===== src/rtl/vga_pkg.sv =====
// Shared definitions for the VGA colour output stage: output modes and the
// colour-bar palette.
package vga_pkg;

    typedef enum logic [1:0] {
        MODE_PASS = 2'd0,
        MODE_INV  = 2'd1,
        MODE_GRAY = 2'd2,
        MODE_BARS = 2'd3
    } mode_e;

    // {R,G,B} on/off flags, bar 0 at the left edge of the screen
    localparam logic [2:0] BAR_TABLE [8] = '{
        3'b111, 3'b110, 3'b011, 3'b010,
        3'b101, 3'b100, 3'b001, 3'b000
    };

endpackage


===== src/rtl/vga_bit_expand.sv =====
// Widens one colour channel by repeating its bits MSB-first, so full scale
// maps to full scale and zero to zero.
module vga_bit_expand #(
    parameter int CH_BITS  = 3,
    parameter int OUT_BITS = 8
) (
    input  logic [CH_BITS-1:0]  ch_i,
    output logic [OUT_BITS-1:0] exp_o
);

    for (genvar i = 0; i < OUT_BITS; i++) begin : g_rep
        assign exp_o[OUT_BITS-1-i] = ch_i[CH_BITS-1-(i % CH_BITS)];
    end

endmodule


===== src/rtl/vga_color_pipe.sv =====
// Two-stage registered colour path between the timing generator and the VGA
// DAC, with frame-synchronous mode switching and syncs delayed to match.
module vga_color_pipe
    import vga_pkg::*;
#(
    parameter int CH_BITS   = 3,
    parameter int OUT_BITS  = 8,
    parameter int H_VISIBLE = 640
) (
    input  logic                   clk,
    input  logic                   rst,
    input  logic [3*CH_BITS-1:0]   color,
    input  logic                   h_sync,
    input  logic                   v_sync,
    input  logic                   video_on,
    input  logic [1:0]             mode_req,
    input  logic                   mode_load,
    output logic [OUT_BITS-1:0]    vga_r,
    output logic [OUT_BITS-1:0]    vga_g,
    output logic [OUT_BITS-1:0]    vga_b,
    output logic                   vga_hs,
    output logic                   vga_vs,
    output logic [1:0]             mode_active
);

    localparam int COL_W = $clog2(H_VISIBLE) + 1;
    localparam int BAR_W = H_VISIBLE / 8;

    function automatic logic [COL_W-1:0] col_next(input logic [COL_W-1:0] col);
        return (col == {COL_W{1'b1}}) ? col : col + COL_W'(1);
    endfunction

    function automatic logic [2:0] bar_index(input logic [COL_W-1:0] col);
        logic [COL_W-1:0] idx;
        idx = col / COL_W'(BAR_W);
        return (idx > COL_W'(7)) ? 3'd7 : idx[2:0];
    endfunction

    mode_e              mode_active_q;
    mode_e              pending_q;
    logic               vs_prev_q;
    logic [COL_W-1:0]   col_q;
    logic [COL_W-1:0]   col_d;
    logic               frame_edge;

    logic [CH_BITS-1:0] r_in, g_in, b_in;
    logic [CH_BITS+1:0] gray_sum;
    logic [2:0]         bar_rgb;
    logic [CH_BITS-1:0] r_d, g_d, b_d;

    logic [CH_BITS-1:0] r_p1_q, g_p1_q, b_p1_q;
    logic               vld_p1_q, hs_p1_q, vs_p1_q;

    logic [OUT_BITS-1:0] exp_r, exp_g, exp_b;
    logic [OUT_BITS-1:0] r_p2_d, g_p2_d, b_p2_d;
    logic [OUT_BITS-1:0] r_p2_q, g_p2_q, b_p2_q;
    logic                hs_p2_q, vs_p2_q;

    assign {r_in, g_in, b_in} = color;
    assign frame_edge = vs_prev_q & ~v_sync;
    assign col_d      = video_on ? col_next(col_q) : '0;
    assign gray_sum   = {2'b00, r_in} + {1'b0, g_in, 1'b0} + {2'b00, b_in};
    assign bar_rgb    = BAR_TABLE[bar_index(col_q)];

    always_comb begin
        r_d = r_in;
        g_d = g_in;
        b_d = b_in;
        unique case (mode_active_q)
            MODE_INV: begin
                r_d = ~r_in;
                g_d = ~g_in;
                b_d = ~b_in;
            end
            MODE_GRAY: begin
                r_d = gray_sum[CH_BITS+1:2];
                g_d = gray_sum[CH_BITS+1:2];
                b_d = gray_sum[CH_BITS+1:2];
            end
            MODE_BARS: begin
                r_d = {CH_BITS{bar_rgb[2]}};
                g_d = {CH_BITS{bar_rgb[1]}};
                b_d = {CH_BITS{bar_rgb[0]}};
            end
            default: ;
        endcase
    end

    // Stage 1: mode processing, pixel data needs no reset
    always_ff @(posedge clk) begin
        r_p1_q <= r_d;
        g_p1_q <= g_d;
        b_p1_q <= b_d;
    end

    vga_bit_expand #(.CH_BITS(CH_BITS), .OUT_BITS(OUT_BITS)) u_exp_r (.ch_i(r_p1_q), .exp_o(exp_r));
    vga_bit_expand #(.CH_BITS(CH_BITS), .OUT_BITS(OUT_BITS)) u_exp_g (.ch_i(g_p1_q), .exp_o(exp_g));
    vga_bit_expand #(.CH_BITS(CH_BITS), .OUT_BITS(OUT_BITS)) u_exp_b (.ch_i(b_p1_q), .exp_o(exp_b));

    assign r_p2_d = vld_p1_q ? exp_r : '0;
    assign g_p2_d = vld_p1_q ? exp_g : '0;
    assign b_p2_d = vld_p1_q ? exp_b : '0;

    // Stage 2: expansion and blanking; control and outputs reset to idle
    always_ff @(posedge clk or posedge rst) begin
        if (rst) begin
            mode_active_q <= MODE_PASS;
            pending_q     <= MODE_PASS;
            vs_prev_q     <= 1'b1;
            col_q         <= '0;
            vld_p1_q      <= 1'b0;
            hs_p1_q       <= 1'b1;
            vs_p1_q       <= 1'b1;
            r_p2_q        <= '0;
            g_p2_q        <= '0;
            b_p2_q        <= '0;
            hs_p2_q       <= 1'b1;
            vs_p2_q       <= 1'b1;
        end else begin
            if (frame_edge) mode_active_q <= pending_q;
            if (mode_load)  pending_q     <= mode_e'(mode_req);
            vs_prev_q <= v_sync;
            col_q     <= col_d;
            vld_p1_q  <= video_on;
            hs_p1_q   <= h_sync;
            vs_p1_q   <= v_sync;
            r_p2_q    <= r_p2_d;
            g_p2_q    <= g_p2_d;
            b_p2_q    <= b_p2_d;
            hs_p2_q   <= hs_p1_q;
            vs_p2_q   <= vs_p1_q;
        end
    end

    assign vga_r       = r_p2_q;
    assign vga_g       = g_p2_q;
    assign vga_b       = b_p2_q;
    assign vga_hs      = hs_p2_q;
    assign vga_vs      = vs_p2_q;
    assign mode_active = mode_active_q;

endmodule


===== config.mk =====
export PLATFORM = sky130hd
export DESIGN_NAME = vga_color_pipe
export DESIGN_NICKNAME = d
export VERILOG_FILES = /design/src/rtl/vga_pkg.sv /design/src/rtl/vga_bit_expand.sv /design/src/rtl/vga_color_pipe.sv
export SDC_FILE = /design/constraint.sdc
export NUM_CORES = 1
export LEC_CHECK = 0
export ABC_AREA = 1
export ABC_CLOCK_PERIOD_IN_PS = 4800
export CORE_UTILIZATION = 54
export CTS_CLUSTER_SIZE = 24
export DETAILED_ROUTE_END_ITERATION = 16
export GPL_TIMING_DRIVEN = 0
export PLACE_DENSITY = 0.91
export SYNTH_ARGS = -nofsm -noshare
export SYNTH_HDL_FRONTEND = slang
export SYNTH_SLANG_ARGS = --single-unit
export TNS_END_PERCENT = 20

===== constraint.sdc =====
create_clock -name clk -period 4.8 [get_ports clk]
set_input_delay 1.2 -clock clk [delete_from_list [all_inputs] [get_ports clk]]
set_output_delay 1.2 -clock clk [all_outputs]
set_load 0.05 [all_outputs]

Yosys cells after proc, flatten, opt, wreduce, memory -nomap -nowiden
Memory sizes are Yosys's and may differ from the RTL's. Cells that the tools add are included.

Register bits: 53. Bits in read-only memories: 24. Input bits: 17. Output and inout bits: 28. Word-level logic and storage cells: 43. Memories kept: 1.

Add/sub/neg operators: 3. Divide/modulo/power cells: 1. $lt $le $gt $ge: 2. Equality and inequality tests: 5. Mux-type cells: 11. Bitwise logic cells: 6.

Memories: (no name shown) (words 8, bits a word 3, read ports 1, clocked after memory_dff 0, write ports 0, line vga_color_pipe.sv:63) `assign bar_rgb = BAR_TABLE[bar_index(col_q)];`.

Operator list (count): one-hot mux 3 bit (3 select lines) (3); two-way mux 8 bit (3); two-way mux 11 bit (2); adder 11 x 1 -> 11 bit, second input constant (1); divider 11 x 7 -> 11 bit, second input constant (1); == test 11 bit, second input constant (1); > comparator 11 x 3 -> 1 bit, second input constant (1); two-way mux 3 bit (3); inverter 3 bit (3); adder 3 x 4 -> 5 bit (1); adder 5 x 3 -> 5 bit (1); == test 2 bit, second input constant (2); greater-or-equal comparator 4 bit, second input constant (1); inverter 3 -> 4 bit (1); == test 2 x 1 -> 1 bit, second input constant (1); inequality test 2 bit, second input constant (1); AND 1 bit (1); inverter 1 bit (1).

Longest topological paths before layout
Gate-level depths: netlist of run 1.

Depth in word-level cells: 8. Mapped depth: 15. Mapped depth without buffers: 15.

Modules after synthesis
From an unflattened synthesis of run 1, not the netlist that was laid out.

Cell total of the unflattened synthesis: 306. Area total of the unflattened synthesis: 2590.0 µm².

By module, submodules not included: vga_color_pipe (times used 1, cells an instance 282, area an instance 2409.8 µm², seq. area each 1286.2 µm²); vga_bit_expand (times used 3, cells an instance 8, area an instance 60.1 µm², seq. area each 0.0 µm²).

Least setup slack after synthesis of run 1
Ideal clock, no wire load.

Path kind: input port to flip-flop. Start: input color[2]. End: register g_p1_q[0]. Library setup time: 0.134 ns. Data arrival time: 2.684 ns. Required time: 4.666 ns. Setup slack: 1.982 ns. Cell stages on the path: 8. Buffers on the path: 0. Path through: fa_1 -> inv_1 -> fa_1 -> nor2_1 -> nor2_1 -> inv_1 -> a21oi_1 -> a22oi_1.

Word-level cells in the longest chain between the ends: 2.

Ends and longest elaborated chain: start: declaration (line vga_color_pipe.sv:12) `input logic [3*CH_BITS-1:0] color,`; adder 5 x 3 -> 5 bit (line vga_color_pipe.sv:62) `assign gray_sum = {2'b00, r_in} + {1'b0, g_in, 1'b0} + {2'b00, b_in};`; one-hot mux 3 bit (3 select lines) (line vga_color_pipe.sv:69) `unique case (mode_active_q)`; via g_d[0] (line vga_color_pipe.sv:49) `logic [CH_BITS-1:0] r_d, g_d, b_d;`; end signal: assignment (line vga_color_pipe.sv:92) `g_p1_q <= g_d;`; end: declaration (line vga_color_pipe.sv:51) `logic [CH_BITS-1:0] r_p1_q, g_p1_q, b_p1_q;`.

The timed path passes the listed nets, and every way through them passes these cells. A chain may end at the register's enable or synchronous reset.

Worst setup path after layout of run 1
Start: input color[2]. End: register b_p1_q[1].

Word-level cells in the longest chain between the ends: 2.

Ends and longest elaborated chain: adder 5 x 3 -> 5 bit (line vga_color_pipe.sv:62); one-hot mux 3 bit (3 select lines) (line vga_color_pipe.sv:69); via b_d[1] (line vga_color_pipe.sv:49); end signal: assignment (line vga_color_pipe.sv:93) `b_p1_q <= b_d;`; end: declaration (line vga_color_pipe.sv:51).

The timed path passes the listed nets, and every way through them passes these cells.

==> results.py, run 1 <==
metrics = {
    "global_route": {
        "grt_overflow": 0,
        "grt_pass1_wl_mm": 6.630,
        "grt_use_total_pct": 21.17,
        "grt_max_degree": 30,
        "grt_pass1_vias": 1651,
        "grt_antenna_before_repair": 0,
    },
    "cells_and_area": {
        "final_area_um2": 2613,
        "layout_commonest_cell": "clkdlybuf4s50_1",
        "syn2layout_area_growth_pct": 28.57,
        "multiInputGateArea_um2": 824.5,
        "antenna_cells": 0,
        "drive_above_1_share_pct": 15.05,
        "final_cell_mix": "clkdlybuf4s50_1, inv_1, nand2_1, nor2_1, dfrtp_1",
        "final_nets": 322,
        "layout.filler_cells": 274,
        "seq_area_um2": 910.9,
    },
    "timing": {
        "period_needed_ps": 3277,
        "fmax_ghz": 0.3051,
        "slew_headroom_pct": 30.04,
        "period_share_pct": 68.28,
        "setup_viol_count_final": 0,
        "rsz0062_at_grt": "no",
        "worstMarginPinSlew_ps": 1048,
        "timing.setup.tns_ps": 0,
        "hold_violations": 0,
        "fin_skew_ps": 4.150,
        "slew_violations": 0,
    },
    "power_and_ir_drop": {
        "irDropWorstVdd_mv": 0.2233,
        "p_seq_share_pct": 41.6,
        "switching_share_pct": 35.76,
        "powerDensity_nw_per_um2": 347.1,
        "power.leakage_nw": 1.312,
        "clkPwrFrac_pct": 22.4,
        "p_comb_share_pct": 35.9,
        "p_sw_uw": 324.3,
        "p_int_uw": 582.6,
    },
    "place": {
        "port_buffers": 44,
        "hpwl_mm": 2.888,
        "gp_congestion": 0.8665,
        "dpl_cell_area_um2": 2530,
    },
    "clock_tree": {
        "holdBufCountCts": 0,
        "clock_path_buffers": 2,
        "htreeDepth": 2,
        "cts_root_buf": "clkbuf_8",
        "clk_pin_slew_worst_paths_ps": 70,
        "cts_tree": "built",
        "cts_setup_buffers": 0,
        "cts_num_sinks": 38,
        "post_cts_resized": 0,
        "cts_buffers": 5,
        "insertion_delay_ps": 280,
    },
    "detailed_routing": {
        "wirelength_mm": 3.765,
        "routedWlPerCell_um": 10.91,
        "remaining_drc_errors": 0,
        "vias_per_cell": 4.928,
        "vias": 1700,
        "firstDrtPassIters": 4,
        "drt_iter0_drc": 66,
        "final_antenna_net_count": 0,
    },
    "worst_setup_path": {
        "cp_data_required_time_ps": 5010,
        "end_kind": "register",
        "cp_cell_sequence": "clkdlybuf4s50_1 -> fa_1 -> inv_1 -> fa_1 -> nand2_1 -> inv_1 -> nor4_1 -> nor3_1 -> a21oi_1",
        "cp_slowest_cell": "fa_1",
        "start_kind": "input port",
        "cpLargestDelayFamily": "adder cells",
        "path_max_fanout": 3,
        "cpPeakStageDelay_ps": 600,
        "crit_buf_inv": 3,
        "critical_path_arrival_ps": 3490,
        "path_class": "input port to register",
    },
    "floorplan": {
        "rows": 21,
        "ioPinCount": 45,
        "design.die.area_um2": 4012,
        "die-height_um": 63.34,
        "core-area_um2": 3468,
        "initial_core_util_pct": 58.59,
        "die_w_um": 63.34,
    },
    "yosys": {
        "yosys.area_share.simple_pct": 24.94,
        "ys_ff_latch": 38,
        "yosysWarnings": 0,
        "synth_flop_cell": "dfrtp_1",
        "syn_nets": 271,
        "netlist_instances": 247,
        "synth_top_family_by_area": "simple AND/OR/NAND/NOR gates",
        "synth_cell_type_count": 36,
        "syn_area_um2": 2032,
        "ys_seq_area_share_pct": 44.83,
        "synth_mux_area_share_pct": 0,
        "synthArstFlopShare_pct": 76.32,
        "synth_edf_count": 0,
        "synth_compound_area_share_pct": 9.360,
        "syn_area_per_cell_um2": 8.227,
        "synthAdderAreaFrac_pct": 5.419,
        "synthXorXnorAreaFrac_pct": 0.8621,
    },
    "min_path": {
        "hold_path_class": "register to register",
    },
    "run": {
        "drv_cap": 0,
    },
    "status": {
        "outcome": "completed",
    },
}
-- power by group through the flow --
stage | clock (mW) | combinational [mW] | sequential [mW]
after global routing | 0.221 | 0.349 | 0.384
after global placement | 0 | 0.320 | 0.382
after floorplan | 0 | 0.172 | 0.434
after detailed placement | 0 | 0.325 | 0.384
final | 0.203 | 0.326 | 0.378
after CTS | 0.208 | 0.327 | 0.378
-- flip-flops by register name (all words and copies together) (netlist names), 2 cells and up --
register	cells
col_q	11
b_p1_q	3
g_p1_q	3
r_p1_q	3
vga_b	3
vga_g	3
vga_r	3
mode_active	2
pending_q	2
-- through the flow --
stage / std cells / util [%] / setup WS (ps) / hold slack (ps) / power, mW
floorplan: 247 / - / 1982 / 345.2 / 0.6062
global placement: 337 / 72.94 / 1295 / 348.3 / 0.7018
detailed placement: 337 / 72.94 / 1314 / 349.5 / 0.7091
CTS: 345 / 75.32 / 1550 / 359.7 / 0.9135
global route: 345 / 75.32 / 1379 / 360.8 / 0.9536
finish: 345 / 75.32 / 1523 / 358.2 / 0.9069
-- worst register-to-register path, cell delays in order (launching register included) --
cell and delay, ps:
dfrtp_1 400, ha_1 230, nand3_1 130, nor2_1 80
nand2_1 130, inv_2 60, nand3_1 90, nand3_1 130
nor2_1 210, nand2_1 100, inv_2 80, nand2_1 50
a221oi_1 250
-- routing by layer --
metal / vias up / routed length [um] / global-route usage (%)
met5: - / 0 / 0
met3: 5 / 311 / 5.435
met1: 755 / 1614 / 24.44
li1: 871 / - / -
met4: 0 / 46 / 7.386
met2: 69 / 1793 / 37.50
-- layout make-up --
type	count	area share [%]
plain buffers	18	5.029
clock buffers	6	2.778
clock inverters	2	0.3831
inverters	44	6.322
multi-input cells	147	31.56
flip-flops and latches	38	34.87
well taps	46	2.203
repair buffers	44	16.86
-- worst paths after layout --
path	from	to	slack (ps)	depth (start not counted)
max in group asynchronous	rst	col_q[10]	2700	2
max reg2reg	col_q[0]	col_q[9]	2760	12
min reg2reg	hs_p1_q	vga_hs	360	0
min in group asynchronous	rst	col_q[2]	1470	2
max	color[2]	b_p1_q[1]	1520	9
min	hs_p1_q	vga_hs	360	0
-- logic make-up after synthesis --
group,count (synthesis)
compound gates,30
simple gates,108
buf+inv,62
xor+xnor,2
fa+ha+maj,7
flops,38
-- synth_stat cells, types with 5 or more instances --
cell,number,area (um2)
inv_1,40,150.1
nand2_1,36,135.1
nor2_1,30,112.6
dfrtp_1,25,625.6
nand3_1,16,80.08
buf_4,15,112.6
a21oi_1,10,50.05
dfxtp_1,9,180.2
o21ai_0,8,40.04
nand2_2,7,43.79
nor3_1,5,25.02
No activity file was read; power rests on OpenSTA's default activity.
==> inputs of run 2 (changes only) <==
Settings changed: ABC_CLOCK_PERIOD_IN_PS 4800 to 3000, CORE_UTILIZATION 54 to 45, PLACE_DENSITY 0.91 to 0.81.
Clock period 4.8 ns to 3 ns, I/O delays scaled along.
==> run 2 against run 1 <==
  * Via count grew 1.1%
  * Die area is 19% higher
  * Critical path type unchanged
  * Core utilization fell by 14 points
  * Non-clock buffer count unchanged
  * Clock power grew to 2.7 times the previous value
  * Cell count is 1.7% higher
  * Sequential share of layout area down 0.88 points
  * Global-route usage shrank 2.1 points
  * Sequential cell count did not move
  * Hold slack is essentially flat
  * First-iteration DRC count shrank 12%
==> results.py, run 2 (same netlist as run 1, synthesis figures left out) <==
metrics = {
    "timing": {
        "slew_headroom_pct": 27.11,
        "fin_skew_ps": 11.03,
        "hold_violations": 0,
        "rsz0062_at_grt": "no",
        "fin_ws_ps": 147.0,
        "setup_viol_count_final": 0,
        "fmax_ghz": 0.3505,
        "hold_slack_ps": 358.0,
        "period_share_pct": 95.10,
        "period_needed_ps": 2853,
        "worstMarginPinSlew_ps": 1092,
        "slew_violations": 0,
        "timing.setup.tns_ps": 0,
    },
    "place": {
        "dp.cells": 343,
        "dpl_cell_area_um2": 2537,
        "dpl_worst_slack_ps": -94.91,
        "hpwl_mm": 3.081,
        "gp_congestion": 0.8805,
        "port_buffers": 44,
    },
    "clock_tree": {
        "htreeDepth": 2,
        "clk_pin_slew_worst_paths_ps": 70,
        "holdBufCountCts": 0,
        "cts_root_buf": "clkbuf_8",
        "cts_tree": "built",
        "insertion_delay_ps": 300,
        "cts_setup_buffers": 0,
        "cts_buffers": 5,
        "cts_num_sinks": 38,
        "clock_path_buffers": 2,
        "post_cts_resized": 0,
    },
    "global_route": {
        "grt_use_total_pct": 19.09,
        "grt_pass1_wl_mm": 7.320,
        "grt_overflow": 0,
        "grt_use_met2_pct": 32.90,
        "grtUsageMet3_pct": 4.942,
        "grt_pass1_vias": 1703,
        "busiest_layer": "met2",
        "grt_max_degree": 30,
        "grt_antenna_before_repair": 0,
        "grt_use_met1_pct": 22.67,
    },
    "cells_and_area": {
        "utilization_pct": 61.55,
        "layout.filler_cells": 391,
        "final_nets": 322,
        "final_cell_mix": "clkdlybuf4s50_1, inv_1, nand2_1, nor2_1, dfrtp_1",
        "largest_reg_flops": 11,
        "regMostFlops": "col_q",
        "layout_commonest_cell": "clkdlybuf4s50_1",
        "syn2layout_area_growth_pct": 31.90,
        "seq_area_um2": 910.9,
        "antenna_cells": 0,
        "drive_above_1_share_pct": 15.38,
        "multiInputGateArea_um2": 824.5,
        "final_area_um2": 2680,
        "finalNonFillerCells": 351,
    },
    "detailed_routing": {
        "wirelength_mm": 3.969,
        "vias_per_cell": 4.895,
        "routedWlPerCell_um": 11.31,
        "drt_iter0_drc": 58,
        "vias": 1718,
        "remaining_drc_errors": 0,
        "firstDrtPassIters": 4,
        "final_antenna_net_count": 0,
    },
    "floorplan": {
        "die_w_um": 69.20,
        "initial_core_util_pct": 46.67,
        "rows": 24,
        "ioPinCount": 45,
        "die-height_um": 69.20,
        "design.die.area_um2": 4788,
        "core-area_um2": 4354,
    },
    "min_path": {
        "hold_path_class": "register to register",
    },
    "worst_setup_path": {
        "path_class": "input port to register",
        "cpPeakStageDelay_ps": 620,
        "crit_buf_inv": 4,
        "start_kind": "input port",
        "cp_cell_sequence": "clkdlybuf4s50_1 -> fa_1 -> inv_1 -> fa_1 -> nand2_1 -> inv_1 -> nor4_1 -> inv_1 -> o2111ai_1",
        "critical_path_arrival_ps": 3060,
        "path_max_fanout": 3,
        "cp_data_required_time_ps": 3210,
        "cp_slowest_cell": "fa_1",
        "reg2reg_setup_slack_ps": 1000,
        "cpMostUsedCell": "inv_1",
        "cpLargestDelayFamily": "adder cells",
        "end_kind": "register",
    },
    "power_and_ir_drop": {
        "irDropWorstVdd_mv": 0.3530,
        "report.power.total_mw": 1.664,
        "powerDensity_nw_per_um2": 620.9,
        "power.leakage_nw": 1.338,
    },
    "status": {
        "outcome": "completed",
    },
    "run": {
        "drv_cap": 0,
    },
}
## run 2: cell type report
type | instances | area share (%)
Buffer | 18 | 4.902
Clock buffer | 6 | 3.081
Clock inverter | 2 | 2.241
Inverter | 44 | 6.162
Multi-Input combinational cell | 147 | 30.77
Sequential cell | 38 | 33.99
Tap cell | 52 | 2.428
Timing Repair Buffer | 44 | 16.43
## run 2: routing by layer
metal  wire, um  vias up
met3        212        8
met5          0        -
met2       1963       48
met1       1724      794
met4         68        0
li1           -      868
## run 2: power breakdown
part	internal [mW]	switching (mW)	leakage, nW
registers	0.575	0.0284	0.445
logic	0.196	0.327	0.821
clock network	0.355	0.183	0.0714
## run 2: worst register-to-register path: stages (launching register included)
cell,delay [ps]
dfrtp_1,400
ha_1,230
nand3_1,130
nor2_1,60
nand2_1,110
inv_2,70
nand3_1,90
nand3_1,110
nor2_1,190
nand2_1,90
inv_2,70
nand2_1,50
a221oi_1,280
## run 2: final timing paths
check,startpoint,end,cells past startpoint
max reg2reg,col_q[0],col_q[9],12
min reg2reg,hs_p1_q,vga_hs,0
min,hs_p1_q,vga_hs,0
min in group asynchronous,rst,mode_active[1],2
max,color[2],g_p1_q[1],9
max in group asynchronous,rst,col_q[7],2
==> inputs of run 3 (changes only) <==
Settings changed: CORE_UTILIZATION 45 to 56, DONT_BUFFER_PORTS from default to 1, PLACE_DENSITY 0.81 to 0.8.
==> run 3 against run 2 <==
  * Non-clock buffer count down 44
  * Wire length down 13%
  * Fmax up 26%
  * Sequential share of layout area up 8.6 points
  * Core utilization up 1.1 points
  * Register-to-register slack better by 30 ps
  * Die area down 19%
  * Worst setup slack better by 580 ps
==> results.py, run 3 (same netlist as run 1, synthesis figures left out) <==
metrics = {
    "clock_tree": {
        "insertion_delay_ps": 350,
        "post_cts_resized": 0,
        "cts_root_buf": "clkbuf_4",
        "htreeDepth": 2,
        "holdBufCountCts": 0,
        "clk_pin_slew_worst_paths_ps": 110,
        "clock_path_buffers": 2,
        "cts_tree": "built",
        "cts_setup_buffers": 0,
        "cts_buffers": 5,
        "cts_num_sinks": 38,
    },
    "min_path": {
        "hold_start": "hs_p1_q",
        "holdPathStages": 0,
        "hold_path_class": "register to register",
        "holdPathEnd": "vga_hs",
    },
    "place": {
        "dpl_worst_slack_ps": 427.7,
        "gp_congestion": 0.8808,
        "port_buffers": 0,
        "hpwl_mm": 2.710,
        "dp.cells": 293,
    },
    "detailed_routing": {
        "drt_iter0_drc": 47,
        "wirelength_mm": 3.452,
        "final_antenna_net_count": 0,
        "remaining_drc_errors": 0,
        "vias_per_cell": 5.120,
        "firstDrtPassIters": 4,
        "vias": 1541,
        "routedWlPerCell_um": 11.47,
    },
    "cells_and_area": {
        "layout_commonest_cell": "inv_1",
        "antenna_cells": 0,
        "final_cell_mix": "inv_1, nand2_1, nor2_1, dfrtp_1, nand3_1",
        "drive_above_1_share_pct": 17.65,
        "syn2layout_area_growth_pct": 5.357,
        "regMostFlops": "col_q",
        "largest_reg_flops": 11,
        "final_nets": 278,
        "layout.filler_cells": 301,
        "finalNonFillerCells": 301,
    },
    "worst_setup_path": {
        "reg2reg_setup_slack_ps": 1030,
        "cpLargestDelayFamily": "adder cells",
        "reg2regPathDepth": 5,
        "reg2reg_to": "g_p1_q[1]",
        "end_kind": "register",
        "r2r-start": "mode_active[1]",
        "cpMostUsedCell": "inv_1",
        "start_kind": "input port",
        "crit_buf_inv": 3,
        "path_class": "input port to register",
        "cp_slowest_cell": "fa_1",
        "cp_cell_sequence": "fa_1 -> inv_1 -> fa_1 -> nand2_1 -> inv_1 -> nor4_1 -> inv_1 -> o2111ai_1",
        "cp_data_required_time_ps": 3250,
        "cpPeakStageDelay_ps": 570,
        "critical_path_arrival_ps": 2520,
        "path_max_fanout": 3,
    },
    "timing": {
        "setup_viol_count_final": 0,
        "slew_headroom_pct": 30.76,
        "hold_violations": 0,
        "slew_violations": 0,
        "fin_ws_ps": 728.9,
        "hold_slack_ps": 364.2,
        "fin_skew_ps": 12.15,
        "period_share_pct": 75.70,
        "worstMarginPinSlew_ps": 1038,
        "fmax_ghz": 0.4403,
        "period_needed_ps": 2271,
        "timing.setup.tns_ps": 0,
        "rsz0062_at_grt": "no",
    },
    "floorplan": {
        "initial_core_util_pct": 59.49,
        "rows": 21,
        "design.die.area_um2": 3873,
        "die-height_um": 62.24,
        "die_w_um": 62.24,
        "core-area_um2": 3416,
        "ioPinCount": 45,
    },
    "global_route": {
        "grt_pass1_vias": 1425,
        "grtUsageMet3_pct": 4.228,
        "grt_overflow": 0,
        "grt_use_met2_pct": 32.69,
        "busiest_layer": "met2",
        "grt_use_met1_pct": 26.59,
        "grt_max_degree": 30,
        "grt_use_total_pct": 20.56,
        "grt_antenna_before_repair": 0,
        "grt_pass1_wl_mm": 6.113,
    },
    "power_and_ir_drop": {
        "powerDensity_nw_per_um2": 584.9,
        "report.power.total_mw": 1.252,
        "irDropWorstVdd_mv": 0.3485,
        "power.leakage_nw": 1.133,
    },
    "status": {
        "outcome": "completed",
    },
    "run": {
        "drv_cap": 0,
    },
}
[run 3: changes by cell type in the layout (fill, tap and decap cells not counted), sizes merged]
cell	delta
bufinv	-2
clkdlybuf4s50	-44
clkinv	+2
[run 3: layer usage]
| layer | routed length, um | vias up |
|---|---|---|
| met2 | 1605 | 45 |
| met3 | 196 | 6 |
| li1 | - | 780 |
| met4 | 39 | 0 |
| met5 | 0 | - |
| met1 | 1610 | 710 |
[run 3: final cells by class]
type / count / area (um2) / share of cell area, %
Clock buffer: 6 / 41.29 / 1.929
Inverter: 44 / 165.2 / 7.715
Sequential cell: 38 / 910.9 / 42.55
Clock inverter: 2 / 10.01 / 0.4676
Tap cell: 46 / 57.56 / 2.688
Multi-Input combinational cell: 147 / 824.5 / 38.52
Buffer: 18 / 131.4 / 6.137
[run 3: how the worst max path moves through the flow]
stage,start,depth (start not counted),slack (ps),end
2_1_floorplan,color[2],8,630,g_p1_q[0]
3_3_place_gp,color[2],8,450,b_p1_q[1]
3_5_place_dp,color[2],8,430,g_p1_q[1]
4_1_cts,color[2],8,780,g_p1_q[1]
5_1_grt,color[2],8,610,g_p1_q[1]
6_report,color[2],8,730,g_p1_q[1]
[run 3: through the flow]
stage | utilization [%] | cell area, um2
6_report | 62.67 | 2141
5_1_grt | 62.67 | 2141
4_1_cts | 62.67 | 2141
3_5_place_dp | 61.17 | 2090
3_3_place_gp | 61.17 | 2090
2_1_floorplan | - | 2032
[run 3: where the power goes]
group / switching [mW] / internal, mW / leakage, nW
clock: 0.164 / 0.0892 / 0.0320
sequential: 0.118 / 0.574 / 0.445
combinational: 0.215 / 0.0921 / 0.655
total: 0.497 / 0.755 / 1.13
